[config.mk]
export PLATFORM = sky130hd
export DESIGN_NAME = exception_cause_ctrl
export DESIGN_NICKNAME = d
export VERILOG_FILES = /design/src/rtl/exception_cause_ctrl.sv
export SDC_FILE = /design/constraint.sdc
export NUM_CORES = 1
export LEC_CHECK = 0
export CORE_UTILIZATION = 41
export CTS_CLUSTER_SIZE = 10
export DETAILED_ROUTE_END_ITERATION = 16
export PLACE_DENSITY = 0.73
export SLEW_MARGIN = 0
export SYNTH_ARGS = -nofsm -noshare
export SYNTH_HDL_FRONTEND = slang
export SYNTH_SLANG_ARGS = --single-unit
[constraint.sdc]
create_clock -name clk -period 1.3 [get_ports clk]
set_input_delay 0.39 -clock clk [delete_from_list [all_inputs] [get_ports clk]]
set_output_delay 0.39 -clock clk [all_outputs]
set_load 0.03 [all_outputs]
[src/rtl/exception_cause_ctrl.sv]
// exception_cause_ctrl
// Producer side of the error-cause register. Collects synchronous exception
// pulses and the level interrupt, picks the highest-priority cause, strobes it
// into the error-target register and holds a redirect request to the
// multicycle control FSM until that FSM acknowledges. Handler mode is then
// tracked until ERET. A synchronous exception inside the handler is a double
// fault: C_DOUBLE is reported once and the block parks in a fatal state that
// only reset leaves.
//
// Optional build macro EXC_COUNT_EN adds a saturating 16-bit commit counter
// (exc_count) with a synchronous clear input (exc_count_clr).
module exception_cause_ctrl #(
  parameter int unsigned          CAUSE_W    = 5,
  parameter logic [CAUSE_W-1:0]   C_MISALIGN = 5'd4,
  parameter logic [CAUSE_W-1:0]   C_UNDEF    = 5'd10,
  parameter logic [CAUSE_W-1:0]   C_SYSCALL  = 5'd8,
  parameter logic [CAUSE_W-1:0]   C_OVF      = 5'd12,
  parameter logic [CAUSE_W-1:0]   C_IRQ      = 5'd0,
  parameter logic [CAUSE_W-1:0]   C_DOUBLE   = 5'd31
) (
  input  logic               clk,
  input  logic               reset,
  input  logic               misalign,
  input  logic               undef,
  input  logic               syscall,
  input  logic               ovf,
  input  logic               irq,
  input  logic               irq_en,
  input  logic               instr_boundary,
  input  logic               eret,
  input  logic               exc_ack,
  output logic               ErWrite,
  output logic [CAUSE_W-1:0] Er_i,
  output logic               exc_req,
  output logic               in_handler,
`ifdef EXC_COUNT_EN
  input  logic               exc_count_clr,
  output logic [15:0]        exc_count,
`endif
  output logic               fatal
);

  typedef enum logic [2:0] {
    IDLE     = 3'd0,
    COMMIT   = 3'd1,
    ACK_WAIT = 3'd2,
    HANDLER  = 3'd3,
    HALT     = 3'd4
  } state_t;

  state_t             state_r, state_next_s;
  logic [4:0]         pend_r, pend_next_s;       // {misalign, undef, syscall, ovf, irq}
  logic [CAUSE_W-1:0] er_i_r, er_i_next_s;
  logic               cause_irq_r, cause_irq_next_s;  // committed cause was the interrupt
  logic               fatal_r, fatal_next_s;          // HALT has already reported C_DOUBLE
  logic [3:0]         sync_pulse_s;

  // Highest-priority synchronous cause: misalign > undef > syscall > ovf.
  function automatic logic [CAUSE_W-1:0] sync_code(input logic [3:0] s);
    if (s[3]) begin
      return C_MISALIGN;
    end else if (s[2]) begin
      return C_UNDEF;
    end else if (s[1]) begin
      return C_SYSCALL;
    end else begin
      return C_OVF;
    end
  endfunction

  assign sync_pulse_s = {misalign, undef, syscall, ovf};

  // Next-state, pending-vector and cause-code selection.
  always_comb begin
    state_next_s     = state_r;
    pend_next_s      = pend_r;
    er_i_next_s      = er_i_r;
    cause_irq_next_s = cause_irq_r;
    fatal_next_s     = fatal_r;
    case (state_r)
      IDLE: begin
        pend_next_s[4:1] = pend_r[4:1] | sync_pulse_s;
        pend_next_s[0]   = (pend_r[0] | irq) & irq_en;
        if (|pend_next_s[4:1]) begin
          state_next_s     = COMMIT;
          er_i_next_s      = sync_code(pend_next_s[4:1]);
          cause_irq_next_s = 1'b0;
        end else if (pend_r[0] & irq_en & instr_boundary) begin
          state_next_s     = COMMIT;
          er_i_next_s      = C_IRQ;
          cause_irq_next_s = 1'b1;
        end else begin
          state_next_s = IDLE;
        end
      end
      COMMIT: begin
        // The aborted instruction drops any lower sync causes; a pending
        // interrupt survives unless it was the one just committed.
        pend_next_s[4:1] = 4'b0000;
        if (cause_irq_r) begin
          pend_next_s[0] = 1'b0;
        end else begin
          pend_next_s[0] = pend_r[0];
        end
        if (exc_ack) begin
          state_next_s = HANDLER;
        end else begin
          state_next_s = ACK_WAIT;
        end
      end
      ACK_WAIT: begin
        if (exc_ack) begin
          state_next_s = HANDLER;
        end else begin
          state_next_s = ACK_WAIT;
        end
      end
      HANDLER: begin
        if (|sync_pulse_s) begin
          state_next_s = HALT;
          er_i_next_s  = C_DOUBLE;
        end else if (eret) begin
          state_next_s = IDLE;
        end else begin
          state_next_s = HANDLER;
        end
      end
      HALT: begin
        state_next_s = HALT;
        fatal_next_s = 1'b1;
      end
      default: begin
        state_next_s = IDLE;
        pend_next_s  = 5'b00000;
      end
    endcase
  end

  // Control state, pending vector and registered cause code.
  always_ff @(posedge clk or negedge reset) begin
    if (!reset) begin
      state_r     <= IDLE;
      pend_r      <= 5'b00000;
      er_i_r      <= {CAUSE_W{1'b0}};
      cause_irq_r <= 1'b0;
      fatal_r     <= 1'b0;
    end else begin
      state_r     <= state_next_s;
      pend_r      <= pend_next_s;
      er_i_r      <= er_i_next_s;
      cause_irq_r <= cause_irq_next_s;
      fatal_r     <= fatal_next_s;
    end
  end

  assign ErWrite    = (state_r == COMMIT) | ((state_r == HALT) & ~fatal_r);
  assign Er_i       = er_i_r;
  assign exc_req    = (state_r == COMMIT) | (state_r == ACK_WAIT);
  assign in_handler = (state_r == HANDLER) | (state_r == HALT);
  assign fatal      = fatal_r;

`ifdef EXC_COUNT_EN
  logic [15:0] exc_count_r;

  // Saturating count of committed exceptions; clear wins over increment.
  always_ff @(posedge clk or negedge reset) begin
    if (!reset) begin
      exc_count_r <= 16'h0000;
    end else if (exc_count_clr) begin
      exc_count_r <= 16'h0000;
    end else if ((state_r == COMMIT) && (exc_count_r != 16'hFFFF)) begin
      exc_count_r <= exc_count_r + 16'h0001;
    end else begin
      exc_count_r <= exc_count_r;
    end
  end

  assign exc_count = exc_count_r;
`endif

endmodule

* Word level (Yosys, flattened, before mapping)
Cells that the tools add are included. Widths: inputs -> output; s select.
Word-level totals: register bits 15, input port bits 11, word-level logic and storage cells 51
Operators by class: equal/unequal tests 7, mux-type cells 17, bitwise gates (word level) 11, reduce and logical (&&, ||, !) cells 10
Operators with widths (count):
- $mux 5 | 3
- $pmux 5 s3 | 1
- $pmux 3 s4 | 1
- $pmux 5 s2 | 1
- $mux 3 | 3
- $reduce_or 4->1 | 2
- $eq 3x2->1 const B | 2
- $mux 1 | 6
- $and 1x1->1 | 4
- $mux 4 | 1
- $ne 2x2->1 const B | 2
- $or 1x1->1 | 4
- $or 4x4->4 | 1
- $reduce_and 2->1 | 2
- $reduce_bool 2->1 | 2
- $eq 3x1->1 const B | 1
- $eq 3x3->1 const B | 1
- $logic_not 3->1 | 1
- $ne 3x3->1 const B | 1
- $reduce_and 3->1 | 1
- $reduce_or 3->1 | 1
- $mux 2 | 1
- $not 1->1 | 2
- $reduce_or 2->1 | 1

* Depth between registers and ports, before layout
Gate-level depths: netlist (run 1).
depth after elaboration 6, mapped depth 5

* Least setup slack after synthesis (run 1)
No wires, ideal clock.
path type reg2out, start point reg state_r[2], end point out ErWrite, data arrival time 1087 ps, required time 910 ps, path slack -177 ps, stages on the path, launching flop included 4, cells stage by stage dfrtp_1 > clkbuf_1 > mux2i_1 > nor2_1
Between the ends: word-level cells in the longest chain between the ends 3, elaborated cells between the ends (all ways) 4, classes of those cells 2 x eq/ne; 2 x bitwise
Ends and longest elaborated chain:
- from (decl) | line 51 | state_t state_r, state_next_s;
- from (signal assigned) | line 148 | state_r <= state_next_s;
- $eq 3x3->1 | line 156 | assign ErWrite = (state_r == COMMIT) | ((state_r == HALT) & ~fatal_r);
- $and 1x1->1 | line 156
- $or 1x1->1 (*) | line 156
- to (decl) | line 32 | output logic ErWrite,
Every way passes the cells marked *; elsewhere a longest branch is shown, timed or not.

* Worst setup path after layout (run 1)
Ends and elaborated chain as after synthesis.

==> results.py, run 1 <==
metrics = {
    "global_route": {
        "grt_remaining_overflow": 0,
        "top_usage_layer": "met2",
        "grt_max_degree": 15,
        "grt_pass1_wl_um": 2940,
        "use_met2_pct": 37.9,
        "grt_use_total_pct": 21.9,
        "grt_pass1_vias": 692,
        "antenna_found_initial": 0,
        "grt_use_met3_pct": 5.42,
        "use_met1_pct": 25.2,
    },
    "worst_setup_path": {
        "cp_common_cell": "buf_6",
        "cp-start-kind": "flip-flop",
        "path_delay_family": "flip-flops",
        "cp_max_fo": 4,
        "cp_cell_sequence": "buf_6 > mux2i_1 > nor2_2 > buf_6",
        "cp.arrival_ns": 1.21,
        "max_stage_delay_ns": 0.40,
        "crit_buf_inv": 2,
        "critPathSlowestCell": "dfrtp_1",
        "cp_data_required_time_ns": 0.91,
        "worstSetupEndpointType": "output port",
        "critPathKind": "reg -> out",
    },
    "placed_design": {
        "dp.cells": 122,
        "gp_congestion": 0.738,
        "hpwl_um": 1250,
        "portBuffers": 19,
    },
    "sta": {
        "slew_violations": 0,
        "worst_clock_skew_ns": 0.00198,
        "timing.final.ws_setup_ns": -0.296,
        "rsz0062_at_grt": "yes",
        "setup_viol_count_final": 9,
        "hold_viol_final": 0,
        "min_period_over_period_pct": 123,
        "slew_headroom_pct": 75.3,
        "period_needed_ns": 1.60,
        "max_freq_mhz": 627,
        "worstMarginPinSlew_ns": 0.369,
    },
    "clocking": {
        "htree_levels": 1,
        "clock_path_buffers": 2,
        "cts-root-buf": "clkbuf_4",
        "clk_latency_ns": 0.28,
        "path_clk_slew_ns": 0.08,
        "cts.sinks": 14,
        "cts_tree": "done",
        "cts-buffers-inserted": 3,
    },
    "synth": {
        "syn_inst": 72,
        "synth-edff-count": 0,
        "syn-num-nets": 83,
        "synth_ff_type": "dfrtp_1",
        "yosys.cell_types.count": 28,
        "yosys_warnings": 0,
        "syn_area_per_cell_um2": 9.92,
        "synthTopCellsByArea": "dfrtp_1 49%, o21ai_0 6.3%, nor2_1 4.7%",
        "ys_ff_latch": 14,
        "synth_area_leader_cell": "dfrtp_1",
        "ys_async_sr_fraction_pct": 100,
        "yosysSeqAreaShare_pct": 49.0,
        "synth_top_area_share_pct": 49.0,
        "netlist_area_um2": 714,
    },
    "outcome": {
        "violations": "DRC, setup timing",
        "outcome": "finished, violations left",
    },
    "floorplan": {
        "die_area_um2": 1910,
        "core-area_um2": 1560,
        "io_pins": 20,
        "rows": 14,
        "die_h_um": 43.7,
        "die_w_um": 43.7,
        "start_util_pct": 45.8,
    },
    "layout": {
        "stdcell_count": 130,
        "synthToLayoutAreaGrowth_pct": 61.6,
        "nets": 127,
        "drive_above_1_share_pct": 50.0,
        "final_common_cell": "buf_4",
        "antennaDiodeCount": 0,
        "mostFrequentLayoutCells": "28 x buf_4, 11 x dfrtp_1, 8 x o21ai_0, 7 x nand2_1, 6 x clkdlybuf4s50_1",
    },
    "routing": {
        "drtIter0Drc": 15,
        "totalWireLength_um": 1890,
        "drc": 2,
        "wire_per_inst_um": 14.5,
        "via_count": 717,
        "ant_nets": 0,
        "firstDrtPassIters": 10,
        "viasPerCell": 5.52,
    },
    "worst_hold_path": {
        "hp-class": "in -> async",
    },
    "power_and_ir_drop": {
        "p_leak_nw": 0.509,
        "power_w": 0.00291,
        "p_per_area_nw_per_um2": 2520,
        "worst_ir_drop_vdd_mv": 2.35,
    },
    "flow_run": {
        "maxCapViolCount": 0,
    },
}
[layer usage]
metal	vias up	routed length, µm
met5	-	0
met4	0	27
met3	4	93
met2	25	1010
met1	342	758
li1	346	-
[registers in the layout, indices dropped and copies added (netlist names)]
signal,flops
Er_i,4
cause_irq_r,1
fatal,1
pend_r,5
state_r,3
[path summary, 6_finish.rpt]
path,from,endpoint,slack (ns),cells past startpoint
setup / recovery,state_r[2]$_DFF_PN0_,ErWrite,-0.30,4
min in group clk,fatal$_DFFE_PN0N_,fatal$_DFFE_PN0N_,0.50,1
max in group asynchronous,reset,pend_r[3]$_DFFE_PN0N_,0.70,2
hold reg to reg,fatal$_DFFE_PN0N_,fatal$_DFFE_PN0N_,0.50,1
hold / removal,reset,Er_i[1]$_DFFE_PN0P_,0.42,2
setup reg to reg,state_r[2]$_DFF_PN0_,Er_i[2]$_DFFE_PN0P_,-0.24,5
[logic make-up (layout without fill, tap and decap cells)]
logic type	after synthesis	after routing	synth area share (%)
buf+inv	5	47	4.20
flops	14	14	49.0
simple gates	29	29	21.7
mux	1	1	1.40
compound gates	22	22	22.4
xor+xnor	1	1	1.23
[per-stage QoR]
step | instance area (µm²) | setup slack [ns] | util, % | hold WS [ns] | setup TNS (ns)
final | 1150 | -0.296 | 74.1 | 0.421 | -2.08
after global routing | 1150 | -0.386 | 74.1 | 0.440 | -2.71
after CTS | 1130 | -0.290 | 72.4 | 0.422 | -1.80
after detailed placement | 1030 | -0.585 | 65.8 | 0.498 | -4.33
after global placement | 1030 | -0.545 | 65.8 | 0.480 | -3.90
after floorplan | 726 | -0.0933 | - | 0.0944 | -0.296
[repair_timing]
item	4_1_cts	5_1_grt
resized for setup	23	2
hold endpoints to repair	0	0
pin swaps	6	1
setup endpoints to repair	10	10
hold buffers	0	0
setup buffers	3	2
[cell type report]
class	instances	area, µm²
fill	109	404
clock buffer	3	22.5
sequential	14	354
tap	16	20.0
inverter	1	3.75
timing repair buffer	43	362
multi-input combinational	53	393
[power by group]
part | internal, W | switching [W] | leakage (nW)
Sequential | 0.000637 | 0.000214 | 0.166
Clock | 0.000107 | 0.000131 | 0.0138
Combinational | 0.000903 | 0.000917 | 0.329
Total | 0.00165 | 0.00126 | 0.509
[cell usage after synthesis, types with 2 or more instances]
| cell | instances |
|---|---|
| a22oi_1 | 4 |
| o21ai_0 | 9 |
| clkbuf_1 | 2 |
| nor3_1 | 4 |
| a21oi_1 | 2 |
| nor2_1 | 9 |
| nand2_1 | 8 |
| dfrtp_1 | 14 |
(Power assumes the default switching activity.)
==> run 2: changes to the inputs <==
--- a/config.mk
+++ b/config.mk
@@ -5,10 +5,11 @@
 export SDC_FILE = /design/constraint.sdc
 export NUM_CORES = 1
 export LEC_CHECK = 0
-export CORE_UTILIZATION = 41
+export CORE_UTILIZATION = 52
 export CTS_CLUSTER_SIZE = 10
 export DETAILED_ROUTE_END_ITERATION = 16
-export PLACE_DENSITY = 0.73
+export DONT_BUFFER_PORTS = 1
+export PLACE_DENSITY = 0.72
 export SLEW_MARGIN = 0
 export SYNTH_ARGS = -nofsm -noshare
 export SYNTH_HDL_FRONTEND = slang
==> constraint.sdc (replaced) <==
create_clock -name clk -period 1.3 [get_ports clk]
set_input_delay 0.13 -clock clk [delete_from_list [all_inputs] [get_ports clk]]
set_output_delay 0.13 -clock clk [all_outputs]
set_load 0.03 [all_outputs]
==> run 2 against run 1 <==
Against the previous run:
- the flow finishes with violations (setup timing)
- worst hold slack got worse by 0.41 ns
- final cell count fell by 18%
- design area fell by 15%
- worst setup slack improved by 0.14 ns
- wire length rose by 8.3%
- clock skew rose by 0.0014 ns
- count of clock-buffer cells in the layout did not move
- sequential share of layout area rose by 4.9 points
- fmax rose by 9.5%
==> results.py, run 2 (synthesized netlist as in run 1, its figures left out) <==
metrics = {
    "routing": {
        "viasPerCell": 6.32,
        "drtIter0Drc": 27,
        "ant_nets": 0,
        "firstDrtPassIters": 4,
        "drc": 0,
        "totalWireLength_um": 2050,
        "via_count": 670,
        "wire_per_inst_um": 19.3,
    },
    "placed_design": {
        "placed_area_um2": 838,
        "gp_congestion": 0.768,
        "hpwl_um": 1130,
        "pre_cts_slack_ns": -0.0728,
        "portBuffers": 0,
    },
    "worst_hold_path": {
        "hp-start": "irq_en",
        "hp-class": "in -> reg",
    },
    "power_and_ir_drop": {
        "p_switching_w": 0.00131,
        "power_w": 0.00291,
        "clockPowerShare_pct": 8.9,
        "p_per_area_nw_per_um2": 2960,
        "p_sw_share_pct": 44.9,
        "comb_power_share_pct": 61.0,
        "seq_power_share_pct": 30.1,
        "worst_ir_drop_vdd_mv": 2.09,
        "p_leak_nw": 0.419,
        "p_int_w": 0.00160,
    },
    "layout": {
        "synthToLayoutAreaGrowth_pct": 37.8,
        "antennaDiodeCount": 0,
        "regArea_um2": 350,
        "nFillCells": 62,
        "largest_register_ff_count": 5,
        "fin_area_um2": 985,
        "fin_util_pct": 83.0,
        "regMostFlops": "pend_r",
        "drive_above_1_share_pct": 40.2,
        "multiInputGateArea_um2": 388,
        "final_common_cell": "dfrtp_1",
        "mostFrequentLayoutCells": "14 x dfrtp_1, 13 x buf_4, 8 x o21ai_0, 7 x nand2_1, 6 x nor2_1",
        "nets": 105,
    },
    "sta": {
        "slew_violations": 0,
        "worstMarginPinSlew_ns": 0.655,
        "min_period_over_period_pct": 112,
        "worst_clock_skew_ns": 0.00335,
        "setup_viol_count_final": 9,
        "timing.final.ws_setup_ns": -0.157,
        "period_needed_ns": 1.46,
        "max_freq_mhz": 686,
        "hold_viol_final": 0,
        "rsz0062_at_grt": "yes",
        "hold-worst-slack_ns": 0.00656,
        "slew_headroom_pct": 56.2,
    },
    "worst_setup_path": {
        "cp_data_required_time_ns": 1.51,
        "cp.arrival_ns": 1.66,
        "rr_endpoint": "Er_i[2]$_DFFE_PN0P_",
        "ff2ff_setup_slack_ns": -0.16,
        "critPathSlowestCell": "or3_4",
        "max_stage_delay_ns": 0.41,
        "critPathKind": "reg -> reg",
        "critPathLaunch": "state_r[1]$_DFF_PN0_",
        "worstSetupEndpointType": "flip-flop",
        "r2r_cells": 4,
        "r2r-start": "state_r[1]$_DFF_PN0_",
        "crit_buf_inv": 0,
        "cp-start-kind": "flip-flop",
        "path_depth": 4,
        "cp_cell_sequence": "or3_4 > a41oi_4 > nor3_1 > a31oi_1",
        "cp_max_fo": 8,
        "path_delay_family": "simple AND/OR/NAND/NOR gates",
        "crit_path_end": "Er_i[2]$_DFFE_PN0P_",
    },
    "clocking": {
        "path_clk_slew_ns": 0.09,
        "htree_levels": 1,
        "cts_tree": "done",
        "clk_latency_ns": 0.29,
        "clock_path_buffers": 2,
        "cts-buffers-inserted": 3,
        "cts.sinks": 14,
        "cts-root-buf": "clkbuf_4",
    },
    "global_route": {
        "grt_pass1_wl_um": 3010,
        "grt_use_total_pct": 30.9,
        "grt_pass1_vias": 709,
        "grt_remaining_overflow": 0,
        "antenna_found_initial": 0,
        "grt_max_degree": 15,
    },
    "floorplan": {
        "io_pins": 20,
        "die_area_um2": 1530,
        "die_h_um": 39.1,
        "rows": 12,
        "start_util_pct": 60.2,
        "die_w_um": 39.1,
        "core-area_um2": 1190,
    },
    "outcome": {
        "violations": "setup timing",
        "outcome": "finished, violations left",
    },
    "flow_run": {
        "maxCapViolCount": 0,
    },
}
run 2: worst register-to-register path, stage by stage, from the launching register on:
cell     delay, ns
dfrtp_1       0.40
or3_4         0.41
a41oi_4       0.33
nor3_1        0.08
a31oi_1       0.16
run 2: how the worst min path moves through the flow:
| stage | cells after the start | slack, ns | to |
|---|---|---|---|
| 2_1_floorplan | 0 | -0.17 | Er_i[0]$_DFFE_PN0P_ |
| 3_3_place_gp | 0 | -0.17 | Er_i[1]$_DFFE_PN0P_ |
| 3_5_place_dp | 0 | -0.17 | Er_i[1]$_DFFE_PN0P_ |
| 4_1_cts | 2 | 0.006 | pend_r[0]$_DFFE_PN0P_ |
| 5_1_grt | 2 | 0.03 | pend_r[0]$_DFFE_PN0P_ |
| 6_report | 2 | 0.007 | pend_r[0]$_DFFE_PN0P_ |
run 2: through the flow:
| stage | cells | TNS (ns) |
|---|---|---|
| after CTS | 105 | -0.624 |
| after global routing | 106 | -1.35 |
| after global placement | 96 | -0.0104 |
| after floorplan | 72 | -0.238 |
| final | 106 | -0.987 |
| after detailed placement | 96 | -0.162 |
run 2: repair_timing:
item,in CTS,in global routing
hold buffers,2,0
buffers inserted,4,1
resized for setup,11,6
endpoints found under the hold margin,15,0
setup endpoints to repair,7,10
pin swaps,4,1
run 2: final cells by class:
cell class,instances,share of cell area [%]
Multi-Input combinational cell,53,39.4
Sequential cell,14,35.6
Timing Repair Buffer,21,20.6
Clock buffer,3,2.29
Tap cell,14,1.78
Inverter,1,0.381
run 2: power groups by stage:
stage	Clock, W	Combinational [W]	Sequential (W)
after floorplan	0	0.000843	0.000905
after CTS	0.000252	0.00166	0.000859
after detailed placement	0	0.00143	0.000855
after global routing	0.000280	0.00189	0.000892
after global placement	0	0.00139	0.000849
final	0.000258	0.00178	0.000877
run 2: per-layer routing:
metal	vias up	global-route usage [%]	share of wire, %
li1	301	-	-
met1	316	33.8	38
met2	45	50.4	52
met3	8	6.94	7.0
met4	0	25.0	3.1
met5	-	0	0
==> run 3: changes to the inputs <==
--- a/config.mk
+++ b/config.mk
@@ -5,6 +5,8 @@
 export SDC_FILE = /design/constraint.sdc
 export NUM_CORES = 1
 export LEC_CHECK = 0
+export ABC_CLOCK_PERIOD_IN_PS = 1300
+export CORE_MARGIN = 2
 export CORE_UTILIZATION = 52
 export CTS_CLUSTER_SIZE = 10
 export DETAILED_ROUTE_END_ITERATION = 16
==> run 3 against run 2 <==
Against the previous run:
- the run still ends with setup timing left
- combinational power rose by 11%
- register-to-register slack improved by 0.02 ns
- worst hold slack gained 0.038 ns
- critical endpoint is now in_handler
- largest power group unchanged
==> results.py, run 3 (synthesized netlist as in run 1, its figures left out) <==
metrics = {
    "outcome": {
        "outcome": "finished, violations left",
        "violations": "setup timing",
    },
    "flow_run": {
        "maxCapViolCount": 0,
    },
    "routing": {
        "firstDrtPassIters": 4,
        "totalWireLength_um": 2010,
        "drtIter0Drc": 16,
        "viasPerCell": 6.04,
        "ant_nets": 0,
        "wire_per_inst_um": 17.8,
        "drc": 0,
        "via_count": 682,
    },
    "global_route": {
        "grt_remaining_overflow": 0,
        "grt_use_total_pct": 23.4,
        "grt_pass1_wl_um": 2420,
        "antenna_found_initial": 0,
        "grt_max_degree": 15,
        "grt_pass1_vias": 581,
    },
    "floorplan": {
        "die_w_um": 41.1,
        "io_pins": 20,
        "die_h_um": 41.1,
        "rows": 13,
        "start_util_pct": 55.6,
        "core-area_um2": 1280,
        "die_area_um2": 1690,
    },
    "power_and_ir_drop": {
        "p_int_w": 0.00172,
        "worst_ir_drop_vdd_mv": 2.39,
        "seq_power_share_pct": 28.4,
        "p_sw_share_pct": 44.7,
        "p_leak_nw": 0.452,
        "p_per_area_nw_per_um2": 2950,
        "p_switching_w": 0.00139,
        "clockPowerShare_pct": 7.8,
        "comb_power_share_pct": 63.8,
    },
    "sta": {
        "period_needed_ns": 1.46,
        "hold-worst-slack_ns": 0.0444,
        "max_freq_mhz": 686,
        "worst_clock_skew_ns": 0.00774,
        "timing.final.ws_setup_ns": -0.158,
        "rsz0062_at_grt": "yes",
        "slew_violations": 0,
        "setup_viol_count_final": 8,
        "hold_viol_final": 0,
        "slew_headroom_pct": 57.8,
        "min_period_over_period_pct": 112,
        "worstMarginPinSlew_ns": 0.631,
    },
    "clocking": {
        "clock_path_buffers": 2,
        "cts-root-buf": "clkbuf_4",
        "path_clk_slew_ns": 0.09,
        "cts.sinks": 14,
        "htree_levels": 1,
        "clk_latency_ns": 0.27,
        "cts-buffers-inserted": 3,
        "cts_tree": "done",
    },
    "worst_hold_path": {
        "hp-class": "in -> reg",
    },
    "placed_design": {
        "gp_congestion": 0.788,
        "placed_area_um2": 842,
        "portBuffers": 0,
        "hpwl_um": 1130,
        "dp.cells": 99,
    },
    "layout": {
        "synthToLayoutAreaGrowth_pct": 47.8,
        "drive_above_1_share_pct": 46.9,
        "regMostFlops": "pend_r",
        "nFillCells": 74,
        "antennaDiodeCount": 0,
        "stdcell_count": 113,
        "largest_register_ff_count": 5,
        "fin_area_um2": 1060,
        "mostFrequentLayoutCells": "18 x buf_4, 14 x dfrtp_1, 7 x o21ai_0, 6 x buf_6",
        "nets": 111,
        "final_common_cell": "buf_4",
        "fin_util_pct": 82.2,
    },
    "worst_setup_path": {
        "cp.arrival_ns": 1.33,
        "cp_max_fo": 3,
        "cp-start-kind": "flip-flop",
        "worstSetupEndpointType": "output port",
        "critPathKind": "reg -> out",
        "cp_data_required_time_ns": 1.17,
    },
}
[run 3: cell count changes in the layout (fill, tap and decap cells not counted), sizes merged]
cell  before  now
buf       19   25
[run 3: critical path: stages, from the launching register on]
cell and delay, ns:
dfrtp_1 0.39, buf_6 0.13, nand3b_1 0.18, buf_4 0.16
nand2_2 0.07, buf_6 0.13
[run 3: per-layer routing]
metal	share of wire, %	wire length [µm]	track usage [%]
met3	5.3	107	3.26
met4	1.4	29	12.5
met2	52	1050	38.7
met1	41	822	28.9
met5	0	0	0
[run 3: through the flow]
step / worst slack, ns / TNS [ns] / power (W)
2_1_floorplan: -0.0914 / -0.238 / 0.00175
3_3_place_gp: -0.00866 / -0.00866 / 0.00222
3_5_place_dp: -0.0602 / -0.111 / 0.00226
4_1_cts: -0.114 / -0.606 / 0.00274
5_1_grt: -0.205 / -1.24 / 0.00326
6_report: -0.158 / -0.896 / 0.00311
[run 3: area by class of cell]
type	instances	area [µm²]	area share, %
Inverter	1	3.75	0.355
Tap cell	15	18.8	1.78
Timing Repair Buffer	27	243	23.0
Multi-Input combinational cell	53	418	39.6
Clock buffer	3	22.5	2.13
Sequential cell	14	350	33.2
[run 3: path summary, 6_finish.rpt]
path / from / to / slack, ns / cells after the start
setup / recovery: state_r[2]$_DFF_PN0_ / in_handler / -0.16 / 5
hold / removal: irq_en / pend_r[0]$_DFFE_PN0P_ / 0.04 / 2
setup reg to reg: state_r[2]$_DFF_PN0_ / Er_i[1]$_DFFE_PN0P_ / -0.14 / 4
hold reg to reg: pend_r[1]$_DFFE_PN0N_ / pend_r[1]$_DFFE_PN0N_ / 0.56 / 2
max in group asynchronous: reset / cause_irq_r$_DFFE_PN0P_ / 0.58 / 1
min in group asynchronous: reset / Er_i[2]$_DFFE_PN0P_ / 0.31 / 1
[run 3: power groups by stage]
| stage | sequential [W] | combinational (W) | clock, W |
|---|---|---|---|
| final | 0.000884 | 0.00198 | 0.000241 |
| after floorplan | 0.000905 | 0.000843 | 0 |
| after global routing | 0.000901 | 0.00209 | 0.000269 |
| after global placement | 0.000844 | 0.00137 | 0 |
| after detailed placement | 0.000852 | 0.00141 | 0 |
| after CTS | 0.000855 | 0.00164 | 0.000238 |
[run 3: what timing repair did]
item,CTS,global route
buffers inserted,6,3
hold endpoints to repair,15,0
gates resized for setup,11,15
pin swaps,4,5
hold buffers,2,0
setup endpoints to repair,8,11
==> RTL change 1, RTL diff (config.mk and constraints of run 2) <==
The option `EXC_COUNT_EN` is turned on by a define.
--- a/src/rtl/exception_cause_ctrl.sv
+++ b/src/rtl/exception_cause_ctrl.sv
@@ -9,6 +9,8 @@
 //
 // Optional build macro EXC_COUNT_EN adds a saturating 16-bit commit counter
 // (exc_count) with a synchronous clear input (exc_count_clr).
+`define EXC_COUNT_EN
+
 module exception_cause_ctrl #(
   parameter int unsigned          CAUSE_W    = 5,
   parameter logic [CAUSE_W-1:0]   C_MISALIGN = 5'd4,
Interface: changed (added exc_count and exc_count_clr); port bits go from 20 to 37. No check against the original RTL was run, so the function may have changed too.
==> RTL change 1 against run 2 <==
  * The flow finishes with violations (hold timing, setup timing)
  * Maximum frequency is 28% lower
  * Critical path depth up 1
  * Area after synthesis is 130% higher
  * Non-clock buffer count increased by 65
  * Critical path type unchanged
  * Sequential cell count rose by 16
  * Power rose by 79%
  * Largest power group unchanged
  * Final area rose to 3.0 times the old value
  * Critical endpoint is now exc_count[7]$_DFFE_PN0P_
  * Count of clock-buffer cells in the layout rose by 5
  * Worst setup slack worse by 0.56 ns
  * Routed wire length increased to 4.2 times the old value
  * Largest cell class unchanged
==> RTL change 1: results (changes against run 2) <==
| Metric | Value |
|---|---|
| Status | `finished, violations left (unchanged)` |
| Violated checks | `hold timing, setup timing (was setup timing)` |
| GP Congestion | `0.861 (was 0.768)` |
| Skew-Pair Late Insertion Delay | `0.36 ns (was 0.29 ns)` |
| Reg2reg setup slack | `-0.72 ns (was -0.16 ns)` |
| DR WL/cell | `27.7 um (was 19.3 um)` |
| Average cell area after synthesis | `9.10 um2 (was 9.92 um2)` |
| Antenna violations before repair | `2 (was 0)` |
| CP Capture Point | `exc_count[7]$_DFFE_PN0P_ (was Er_i[2]$_DFFE_PN0P_)` |
| Yosys cell types | `43 (was 28)` |
| GRT Util Overall | `0.373 (was 0.309)` |
| Setup violators final | `32 (was 9)` |
| Min Hold Slack | `-0.188 ns (was 0.00656 ns)` |
| Vias in the first global route | `1856 (was 709)` |
| Slew HR | `0.527 (was 0.562)` |
| Worst reg2reg path depth | `5 (was 4)` |
| 1st-pass router iterations | `5 (was 4)` |
| CTS buffer count | `5 (was 3)` |
| Crit path arrival time | `2.29 ns (was 1.66 ns)` |
| Sequential fraction of the synthesis area | `0.456 (was 0.490)` |
| Non-Filler Instances | `311 (was 106)` |
| Largest net degree at the start of global routing | `31 (was 15)` |
| Crit Path Max Fanout | `5 (was 8)` |
| Post-DP Area | `2120 um2 (was 838 um2)` |
| First-pass GRT wire length | `9360 um (was 3010 um)` |
| Post-route setup slack | `-0.718 ns (was -0.157 ns)` |
| Max reg flops | `16 (was 5)` |
| Final hold vios | `12 (was 0)` |
| Peak VDD IR | `0.00152 V (was 0.00209 V)` |
| Reg-to-Reg Start | `state_r[0]$_DFF_PN0_ (was state_r[1]$_DFF_PN0_)` |
| Nets | `278 (was 105)` |
| Area contributors post-synth | `dfrtp_1, nor2_1, o21ai_0, mux2i_1, a21oi_1 (was dfrtp_1, o21ai_0, nor2_1, a22oi_1, nand2_1)` |
| Synth top cells by count | `dfrtp_1, nor2_1, o21ai_0 (unchanged)` |
| Initial DRC count | `395 (was 27)` |
| Htree depth | `2 (was 1)` |
| Worst Skew | `0.0111 ns (was 0.00335 ns)` |
RTL change 1: what timing repair did:
| action | 4_1_cts | 5_1_grt |
|---|---|---|
| cloned | 0 | 1 |
| resized for setup | 54 | 45 |
| pin swaps | 22 | 23 |
| hold buffers | 6 | 2 |
| buffers inserted | 16 | 13 |
| endpoints found under the setup margin | 26 | 32 |
| endpoints found under the hold margin | 46 | 14 |
RTL change 1: cells by family after synthesis:
group                      share of synthesized area
DFF                                            0.456
adders and majority gates                    0.00759
xor gates and xnor gates                     0.00532
and+or+nand+nor                                0.265
muxes                                         0.0638
AOI/OAI and AO/OA                              0.166
buffers and inverters                         0.0372
RTL change 1: layout make-up:
cell class	count	area, um2
multi-input combinational	138	1260
timing repair buffer	86	793
sequential	30	763
fill	47	88.8
tap	44	55.1
clock buffer	8	48.8
inverter	4	15.0
antenna	1	2.50
RTL change 1: worst min-delay path by stage:
| stage | slack [ns] | end | start | cells after the start |
|---|---|---|---|---|
| finish | -0.19 | exc_count[13]$_DFFE_PN0P_ | exc_count_clr | 1 |
| global route | -0.20 | exc_count[13]$_DFFE_PN0P_ | exc_count_clr | 1 |
| CTS | -0.17 | exc_count[11]$_DFFE_PN0P_ | exc_count_clr | 1 |
| detailed placement | -0.16 | exc_count[6]$_DFFE_PN0P_ | reset | 0 |
| global placement | -0.16 | exc_count[6]$_DFFE_PN0P_ | reset | 0 |
| floorplan | -0.17 | Er_i[0]$_DFFE_PN0P_ | reset | 0 |
RTL change 1: critical path, cell delays in order (launching register included):
cell     delay, ns
dfrtp_1       0.42
or3b_4        0.42
or3_4         0.39
buf_6         0.15
or3_1         0.36
a21oi_1       0.21
RTL change 1: metal layers:
layer	vias to the layer above	global-route usage	part of all wire
li1	843	-	-
met3	93	0.0945	0.11
met5	-	0	0
met2	220	0.647	0.47
met4	0	0.146	0.093
met1	1087	0.445	0.33
RTL change 1: where the power goes:
part	total [mW]	leakage, nW	internal, mW	switching, mW
clock	0.569	0.0266	0.215	0.354
combinational	3.21	0.870	1.51	1.70
sequential	1.44	0.376	1.14	0.303
total	5.22	1.27	2.86	2.36
RTL change 1: metrics by stage:
stage | TNS, ns | util | hold WS, ns | setup slack, ns
2_1_floorplan | -6.34 | - | -0.166 | -0.654
3_3_place_gp | -6.07 | 0.702 | -0.165 | -0.538
3_5_place_dp | -6.98 | 0.702 | -0.165 | -0.603
4_1_cts | -6.90 | 0.868 | -0.172 | -0.512
5_1_grt | -14.21 | 0.971 | -0.200 | -0.853
6_report | -12.59 | 0.971 | -0.188 | -0.718
==> RTL change 2, RTL diff (flow settings as in run 2) <==
Made on the original files. The 5 states of `state_t` get a one-hot encoding in 5 bits.
--- a/src/rtl/exception_cause_ctrl.sv
+++ b/src/rtl/exception_cause_ctrl.sv
@@ -40,12 +40,12 @@
   output logic               fatal
 );
 
-  typedef enum logic [2:0] {
-    IDLE     = 3'd0,
-    COMMIT   = 3'd1,
-    ACK_WAIT = 3'd2,
-    HANDLER  = 3'd3,
-    HALT     = 3'd4
+  typedef enum logic [4:0] {
+    IDLE     = 5'b00001,
+    COMMIT   = 5'b00010,
+    ACK_WAIT = 5'b00100,
+    HANDLER  = 5'b01000,
+    HALT     = 5'b10000
   } state_t;
 
   state_t             state_r, state_next_s;
Behaviour: same outputs for any inputs over 10 cycles, from zero or initial values and one cycle with reset low; not proved beyond that.
==> RTL change 2 against run 2 <==
  * The run ends with hold timing, setup timing left
  * Worst setup slack worse by 0.44 ns
  * Area after synthesis is 31% higher
  * Synthesized cell count is 28% higher
  * Power grew 26%
  * Final area is 47% higher
  * Sequential cell count up 2
  * Routed wire length rose by 50%
  * Sequential share of layout area decreased by 7.9 points
  * Via count grew 44%
  * Highest routed layer unchanged
==> RTL change 2: results (changes against run 2) <==
| Metric | Value |
|---|---|
| Status | `finished, violations left (unchanged)` |
| Violated checks | `hold timing, setup timing (was setup timing)` |
| Final hold vios | `1 (was 0)` |
| Synth top cells by count | `dfrtp_1, nor2_1, a21oi_1 (was dfrtp_1, nor2_1, o21ai_0)` |
| Setup violators final | `18 (was 9)` |
| DR WL met3 | `200 um (was 143 um)` |
| Syn Nets | `103 (was 83)` |
| Vias per inst | `6.13 (was 6.32)` |
| Met1 Use GR | `0.381 (was 0.338)` |
| LEAKAGE | `0.646 nW (was 0.419 nW)` |
| Vias in the first global route | `982 (was 709)` |
| Crit Path Max Fanout | `4 (was 8)` |
| GRT Util Overall | `0.333 (was 0.309)` |
| Crit path arrival time | `2.10 ns (was 1.66 ns)` |
| Worst path max stage delay | `0.44 ns (was 0.41 ns)` |
| Metal1 wirelength | `1150 um (was 781 um)` |
| Min Hold Slack | `-0.00985 ns (was 0.00656 ns)` |
| Launch point of the worst path | `state_r[0]$_DFF_PN1_ (was state_r[1]$_DFF_PN0_)` |
| Post-DP Area | `1150 um2 (was 838 um2)` |
| Pwr/cell area | `2540 nW/um2 (was 2960 nW/um2)` |
| Post-route setup slack | `-0.600 ns (was -0.157 ns)` |
| Share of post-route cells with drive strength above 1 | `0.552 (was 0.402)` |
| Non-Filler Instances | `158 (was 106)` |
| Final Routed Wirelength | `3060 um (was 2050 um)` |
| Total Neg Setup Slack | `-6.98 ns (was -0.987 ns)` |
| Placed Cells | `137 (was 96)` |
[RTL change 2: cell count changes after synthesis, sizes merged, moves of 2 or more]
cell,delta
o31ai,+3
a22oi,-4
nor3,-2
or3b,+2
o21ai,-7
nand3,+3
nor2b,+3
nor2,+4
a21oi,+8
buf,+2
nand2,-3
or3,+2
mux2,+3
[RTL change 2: area by class of cell]
cell class,count,area (um2)
clock buffers,4,36.3
fillers,62,143
inverters,2,7.51
multi-input cells,68,584
flip-flops and latches,16,402
well taps,24,30.0
repair buffers,44,392
[RTL change 2: cell families after synthesis]
group / Yosys count / share of synthesized area
mux: 3 / 0.0481
flops: 16 / 0.429
simple gates: 42 / 0.285
compound gates: 21 / 0.155
buf+inv: 8 / 0.0642
xor+xnor: 2 / 0.0187
[RTL change 2: repair_timing]
action,4_1_cts,5_1_grt
resized for setup,19,10
setup buffers,9,3
endpoints found under the hold margin,20,2
endpoints found under the setup margin,16,18
pin swaps,14,5
hold buffers,4,2
